<file path="src/rtl/rand_range_gen_if.sv">
// Handshake, seed and debug signals of the bounded random source.
interface rand_range_gen_if #(
    parameter int LFSR_W = 16,
    parameter int SEED_W = 9,
    parameter int OUT_W  = 4
);
    logic [SEED_W-1:0] seed;
    logic              reseed;
    logic              req;
    logic [OUT_W-1:0]  limit;
    logic [OUT_W-1:0]  rand_num;
    logic              rand_valid;
    logic              busy;
    logic [LFSR_W-1:0] lfsr_out;

    modport slave (
        input  seed, reseed, req, limit,
        output rand_num, rand_valid, busy, lfsr_out
    );

    modport master (
        output seed, reseed, req, limit,
        input  rand_num, rand_valid, busy, lfsr_out
    );
endinterface

</file>
<file path="src/rtl/rand_range_gen.sv">
// Free-running Fibonacci LFSR with a request/valid draw FSM that returns a value in [0, limit-1]
// by rejection sampling, falling back to a deterministic value after MAX_TRIES rejections.
module rand_range_gen #(
    parameter int                LFSR_W    = 16,
    parameter logic [LFSR_W-1:0] TAPS      = 16'hB400,
    parameter int                SEED_W    = 9,
    parameter int                OUT_W     = 4,
    parameter int                NO_REPEAT = 1,
    parameter int                MAX_TRIES = 8
) (
    input  logic            clk_1mhz,
    input  logic            rst,
    rand_range_gen_if.slave bus
);
    localparam int              TRY_W    = (MAX_TRIES > 1) ? $clog2(MAX_TRIES) : 1;
    localparam logic [TRY_W-1:0] LAST_TRY = TRY_W'(MAX_TRIES - 1);

    typedef enum logic [0:0] {
        IDLE = 1'b0,
        DRAW = 1'b1
    } state_t;

    state_t             state_q, state_d;
    logic [LFSR_W-1:0]  lfsr_q, lfsr_d;
    logic [TRY_W-1:0]   tries_q, tries_d;
    logic [OUT_W-1:0]   lim_q, lim_d;
    logic [OUT_W-1:0]   last_q, last_d;
    logic [OUT_W-1:0]   num_q, num_d;
    logic               valid_q, valid_d;
    logic               busy_q, busy_d;

    logic [LFSR_W-1:0]  seed_load_s;
    logic [OUT_W-1:0]   cand_s;
    logic               in_range_s;
    logic               fresh_s;
    logic               accept_s;

    // Successor of the last result, wrapped into [0, lim-1]; 0 when no-repeat does not apply.
    function automatic logic [OUT_W-1:0] fallback_value(input logic [OUT_W-1:0] last,
                                                        input logic [OUT_W-1:0] lim);
        logic [OUT_W:0] inc;
        inc = {1'b0, last} + {{OUT_W{1'b0}}, 1'b1};
        if ((NO_REPEAT != 0) && (lim != OUT_W'(1))) begin
            if ((lim != {OUT_W{1'b0}}) && (inc >= {1'b0, lim})) begin
                fallback_value = {OUT_W{1'b0}};
            end else begin
                fallback_value = inc[OUT_W-1:0];
            end
        end else begin
            fallback_value = {OUT_W{1'b0}};
        end
    endfunction

    // Seed load value and LFSR step with all-zero lock-up recovery.
    always_comb begin
        if (bus.seed == {SEED_W{1'b0}}) begin
            seed_load_s = LFSR_W'(1);
        end else begin
            seed_load_s = LFSR_W'(bus.seed);
        end
        if (bus.reseed) begin
            lfsr_d = seed_load_s;
        end else if (lfsr_q == {LFSR_W{1'b0}}) begin
            lfsr_d = LFSR_W'(1);
        end else begin
            lfsr_d = {lfsr_q[LFSR_W-2:0], ^(lfsr_q & TAPS)};
        end
    end

    // Acceptance test for the current candidate.
    always_comb begin
        cand_s     = lfsr_q[OUT_W-1:0];
        in_range_s = (lim_q == {OUT_W{1'b0}}) || (cand_s < lim_q);
        fresh_s    = (NO_REPEAT == 0) || (lim_q == OUT_W'(1)) || (cand_s != last_q);
        accept_s   = in_range_s && fresh_s;
    end

    // Draw FSM next-state and result logic; reseed aborts a draw silently.
    always_comb begin
        state_d = state_q;
        tries_d = tries_q;
        lim_d   = lim_q;
        last_d  = last_q;
        num_d   = num_q;
        valid_d = 1'b0;
        if (bus.reseed) begin
            state_d = IDLE;
            tries_d = {TRY_W{1'b0}};
        end else begin
            case (state_q)
                IDLE: begin
                    if (bus.req) begin
                        state_d = DRAW;
                        lim_d   = bus.limit;
                        tries_d = {TRY_W{1'b0}};
                    end else begin
                        state_d = IDLE;
                    end
                end
                DRAW: begin
                    if (accept_s) begin
                        num_d   = cand_s;
                        last_d  = cand_s;
                        valid_d = 1'b1;
                        state_d = IDLE;
                    end else if (tries_q == LAST_TRY) begin
                        num_d   = fallback_value(last_q, lim_q);
                        last_d  = fallback_value(last_q, lim_q);
                        valid_d = 1'b1;
                        state_d = IDLE;
                    end else begin
                        tries_d = tries_q + TRY_W'(1);
                    end
                end
                default: begin
                    state_d = IDLE;
                    tries_d = {TRY_W{1'b0}};
                end
            endcase
        end
        busy_d = (state_d == DRAW);
    end

    // State and output registers with synchronous reset.
    always_ff @(posedge clk_1mhz) begin
        if (rst) begin
            lfsr_q  <= seed_load_s;
            state_q <= IDLE;
            tries_q <= {TRY_W{1'b0}};
            lim_q   <= {OUT_W{1'b0}};
            last_q  <= {OUT_W{1'b0}};
            num_q   <= {OUT_W{1'b0}};
            valid_q <= 1'b0;
            busy_q  <= 1'b0;
        end else begin
            lfsr_q  <= lfsr_d;
            state_q <= state_d;
            tries_q <= tries_d;
            lim_q   <= lim_d;
            last_q  <= last_d;
            num_q   <= num_d;
            valid_q <= valid_d;
            busy_q  <= busy_d;
        end
    end

    assign bus.rand_num   = num_q;
    assign bus.rand_valid = valid_q;
    assign bus.busy       = busy_q;
    assign bus.lfsr_out   = lfsr_q;
endmodule
</file>
<file path="src/flat_wrapper.sv">
// flat-port wrapper written by rule: the top's interface ports become plain ports
module rand_range_gen_flat 
#(
    parameter int                LFSR_W    = 16,
    parameter logic [LFSR_W-1:0] TAPS      = 16'hB400,
    parameter int                SEED_W    = 9,
    parameter int                OUT_W     = 4,
    parameter int                NO_REPEAT = 1,
    parameter int                MAX_TRIES = 8
)
  (clk_1mhz, rst, bus_seed, bus_reseed, bus_req, bus_limit, bus_rand_num, bus_rand_valid, bus_busy, bus_lfsr_out);
  rand_range_gen_if #(.LFSR_W(LFSR_W), .SEED_W(SEED_W), .OUT_W(OUT_W)) bus_i ();
  input  logic clk_1mhz;
  input  logic rst;
  input wire logic [$bits(bus_i.seed)-1:0] bus_seed;
  input wire logic [$bits(bus_i.reseed)-1:0] bus_reseed;
  input wire logic [$bits(bus_i.req)-1:0] bus_req;
  input wire logic [$bits(bus_i.limit)-1:0] bus_limit;
  output wire logic [$bits(bus_i.rand_num)-1:0] bus_rand_num;
  output wire logic [$bits(bus_i.rand_valid)-1:0] bus_rand_valid;
  output wire logic [$bits(bus_i.busy)-1:0] bus_busy;
  output wire logic [$bits(bus_i.lfsr_out)-1:0] bus_lfsr_out;
  assign bus_i.seed = bus_seed;
  assign bus_i.reseed = bus_reseed;
  assign bus_i.req = bus_req;
  assign bus_i.limit = bus_limit;
  assign bus_rand_num = bus_i.rand_num;
  assign bus_rand_valid = bus_i.rand_valid;
  assign bus_busy = bus_i.busy;
  assign bus_lfsr_out = bus_i.lfsr_out;
  rand_range_gen #(.LFSR_W(LFSR_W), .TAPS(TAPS), .SEED_W(SEED_W), .OUT_W(OUT_W), .NO_REPEAT(NO_REPEAT), .MAX_TRIES(MAX_TRIES)) u_core (.clk_1mhz(clk_1mhz), .rst(rst), .bus(bus_i));
endmodule
</file>
<file path="config.mk">
export PLATFORM = sky130hd
export DESIGN_NAME = rand_range_gen_flat
export DESIGN_NICKNAME = d
export VERILOG_FILES = /design/src/rtl/rand_range_gen_if.sv /design/src/rtl/rand_range_gen.sv /design/src/flat_wrapper.sv
export SDC_FILE = /design/constraint.sdc
export NUM_CORES = 1
export LEC_CHECK = 0
export BUFFER_PORTS_ARGS = -buffer_cell sky130_fd_sc_hd__buf_2
export CORE_ASPECT_RATIO = 1.25
export CORE_MARGIN = 2
export CORE_UTILIZATION = 54
export CTS_BUF_LIST = sky130_fd_sc_hd__clkbuf_4
export CTS_CLUSTER_DIAMETER = 60
export CTS_CLUSTER_SIZE = 20
export DETAILED_ROUTE_END_ITERATION = 10
export GPL_TIMING_DRIVEN = 0
export HOLD_SLACK_MARGIN = 0.02
export PLACE_DENSITY = 0.86
export SYNTH_ARGS = -nofsm -noshare
export SYNTH_HDL_FRONTEND = slang
export SYNTH_SLANG_ARGS = --single-unit
export TNS_END_PERCENT = 10
</file>
<file path="constraint.sdc">
create_clock -name clk_1mhz -period 2.71 [get_ports clk_1mhz]
set_clock_uncertainty 0.15 [all_clocks]
set_input_delay 0.1355 -clock clk_1mhz [delete_from_list [all_inputs] [get_ports clk_1mhz]]
set_output_delay 0.1355 -clock clk_1mhz [all_outputs]
set_load 0.05 [all_outputs]
</file>
==> results.cfg <==
[clock_network]
clk_transition_reported_paths_ns = 0.09
cts_max_level = 2
cts_root_buffer = clkbuf_4
clk_latency_ns = 0.33
cts_tree = done
clock-sinks = 29
clock_path_buffers = 2
cts_setup_buffers = 0
cts_resized = 0
cts_made_buffers = 5
holdBufCountCts = 13

[setup_path]
r2r-start = u_core.bus.lfsr_out[2]
r2r_slack_ns = 0.32
r2r_cells = 7
slowest_stage = o31ai_2
cp-startpoint = u_core.bus.lfsr_out[2]
r2r_end = u_core.tries_q[1]
path_buf_inv = 0
start_kind = flip-flop
required_ns = 2.77
cp-end-kind = flip-flop
crit_family = compound AO/OA/AOI/OAI gates
crit_arrival_ns = 2.45
crit_chain = ha_1, o21a_1, nor2_1, o31ai_2, nand4_1, nand4_1, o21ai_0
setup.worst_path.class = reg2reg
critical-path-max-stage-delay_ns = 0.56
path_max_fanout = 7
critPathMostFrequentCell = nand4_1

[synthesis]
synth.avg_cell_area_sq_um = 9.20
ys.flop_type = dfxtp_1
synthDistinctLibCells = 37
synth.ff_latch_count = 29
synth_cells = 157
syn_nets = 185
synth_edf_count = 0
yosysSeqAreaShare = 0.402
netlist_area_sq_um = 1440
synth_top_area_cell = dfxtp_1
synth_top_cell_area_share = 0.402
yosysWarningCount = 0
synthTopCellsByArea = dfxtp_1, ha_1, nand2_1, a22o_1, xnor2_1
ys_async_sr_fraction = 0

[routing]
num_vias = 1414
dr.pass1.iters = 4
ant_nets = 0
drt_wl_total_mm = 3.77
drt-initial-drc-count = 20
route.detailed.drc = 0
viasPerCell = 5.68
wl_per_cell_um = 15.1

[timing]
setup_tns_ns = 0
hold_viol = 0
drv_slew = 0
rsz0062_at_grt = no
slew_headroom = 0.538
min_period_ns = 2.39
tightest_slew_ns = 0.685
fmax_mhz = 419
finalSetupViolations = 0
hold_slack_ns = 0.0694
fin_crit_sh = 0.882

[global_routing]
grt_max_degree = 11
antenna_found_initial = 0
grt_pass1_vias = 1375
grt_overflow_total = 0
grt_pass1_wl_mm = 6.16
grt_usage = 0.273

[finish]
num_antenna_cells = 0
multiInputGateArea_sq_um = 813
register_area_sq_um = 581
area_growth_pct = 28.5
drive_gt1_frac = 0.231
n_fill_cell = 161
final_net_count = 243
instances_no_fill = 249
final_common_cell = buf_2
final_cell_mix = buf_2, dfxtp_1, nand2_1

[place]
port_buffers = 38
finalWeightedCongestion = 0.892
hpwl_mm = 2.69
dpl.cell_count = 228

[floorplan]
dieHeight_um = 61.8
core-area_sq_um = 2480
start_util = 0.583
fp-row-count = 20
dieWidth_um = 50.3
die_area_sq_um = 3110
io_pins = 39

[pwr]
irDropWorstVdd_mv = 0.445
p_total_uw = 973
leakage_uw = 0.000818
power.density_nw_per_um2 = 524

[min_path]
hold_end = u_core.lim_q[3]
worstHoldPathCells = 3
hp-start = bus_reseed
hp-class = in2reg

[job]
maxCapViolations = 0

[outcome]
outcome = complete, no violations
==> worst register-to-register path, cell delays in order (launching register included) <==
cell     delay [ns]
dfxtp_1        0.46
ha_1           0.27
o21a_1         0.14
nor2_1         0.06
o31ai_2        0.56
nand4_1        0.35
nand4_1        0.18
o21ai_0        0.10
==> cell type report <==
cell class | instances | area share
inverters | 8 | 0.0162
well taps | 33 | 0.0223
flip-flops and latches | 29 | 0.313
clock buffers | 5 | 0.0202
multi-input cells | 115 | 0.438
repair buffers | 51 | 0.173
plain buffers | 5 | 0.0108
clock inverters | 3 | 0.00674
==> flip-flops by register name (all words and copies together) (netlist names) <==
register / flops
u_core.bus.busy: 1
u_core.lim_q: 4
u_core.last_q: 4
u_core.bus.rand_valid: 1
u_core.bus.lfsr_out: 16
u_core.tries_q: 3
==> cell usage after synthesis (all sizes together) (2+ instances only) <==
cell type / instances
a31oi: 2
xor2: 2
nand2b: 5
nor2: 7
a311oi: 4
inv: 8
o21ai: 8
nand2: 19
nand4: 5
nor4: 4
xnor2: 6
clkbuf: 4
ha: 11
o31ai: 2
dfxtp: 29
and2: 7
a22o: 6
nand3: 3
nor3: 4
o211ai: 2
a21oi: 6
==> worst max-delay path by stage <==
stage / to / slack [ns] / cells after the start
2_1_floorplan: u_core.tries_q[0] / 0.29 / 7
6_report: u_core.tries_q[1] / 0.32 / 7
4_1_cts: u_core.tries_q[1] / 0.36 / 7
3_3_place_gp: u_core.tries_q[0] / 0.42 / 7
5_1_grt: u_core.tries_q[1] / 0.14 / 7
3_5_place_dp: u_core.tries_q[1] / 0.36 / 8
==> metrics by stage <==
step / instance area [sq um] / worst slack (ns) / util
after detailed placement: 1680 / 0.364 / 0.676
final: 1860 / 0.321 / 0.749
after global routing: 1860 / 0.142 / 0.749
after CTS: 1860 / 0.361 / 0.749
after global placement: 1680 / 0.423 / 0.676
after floorplan: 1440 / 0.286 / -
==> kinds of logic (layout without fill, tap and decap cells) <==
kind of cell,count (synthesis),after routing,share of synthesized area
compound gates,37,37,0.205
xor+xnor,8,8,0.0485
fa+ha+maj,11,11,0.0953
buf+inv,13,72,0.0347
flops,29,29,0.402
mux,1,1,0.00693
simple gates,58,58,0.208
==> per-layer routing <==
layer | share of wire | up-vias | wire, um | track usage
met2 | 0.55 | 49 | 2070 | 0.543
met1 | 0.37 | 668 | 1400 | 0.256
met3 | 0.056 | 12 | 211 | 0.0694
met4 | 0.024 | 0 | 89 | 0.147
li1 | - | 685 | - | -
met5 | 0 | - | 0 | 0
==> where the power goes <==
| group | internal, uW | leakage, uW | switching, uW |
|---|---|---|---|
| clock | 93.5 | 0.0000300 | 147 |
| sequential | 448 | 0.000238 | 26.1 |
| combinational | 94.2 | 0.000549 | 164 |
Power figures use the tool's default switching activity.
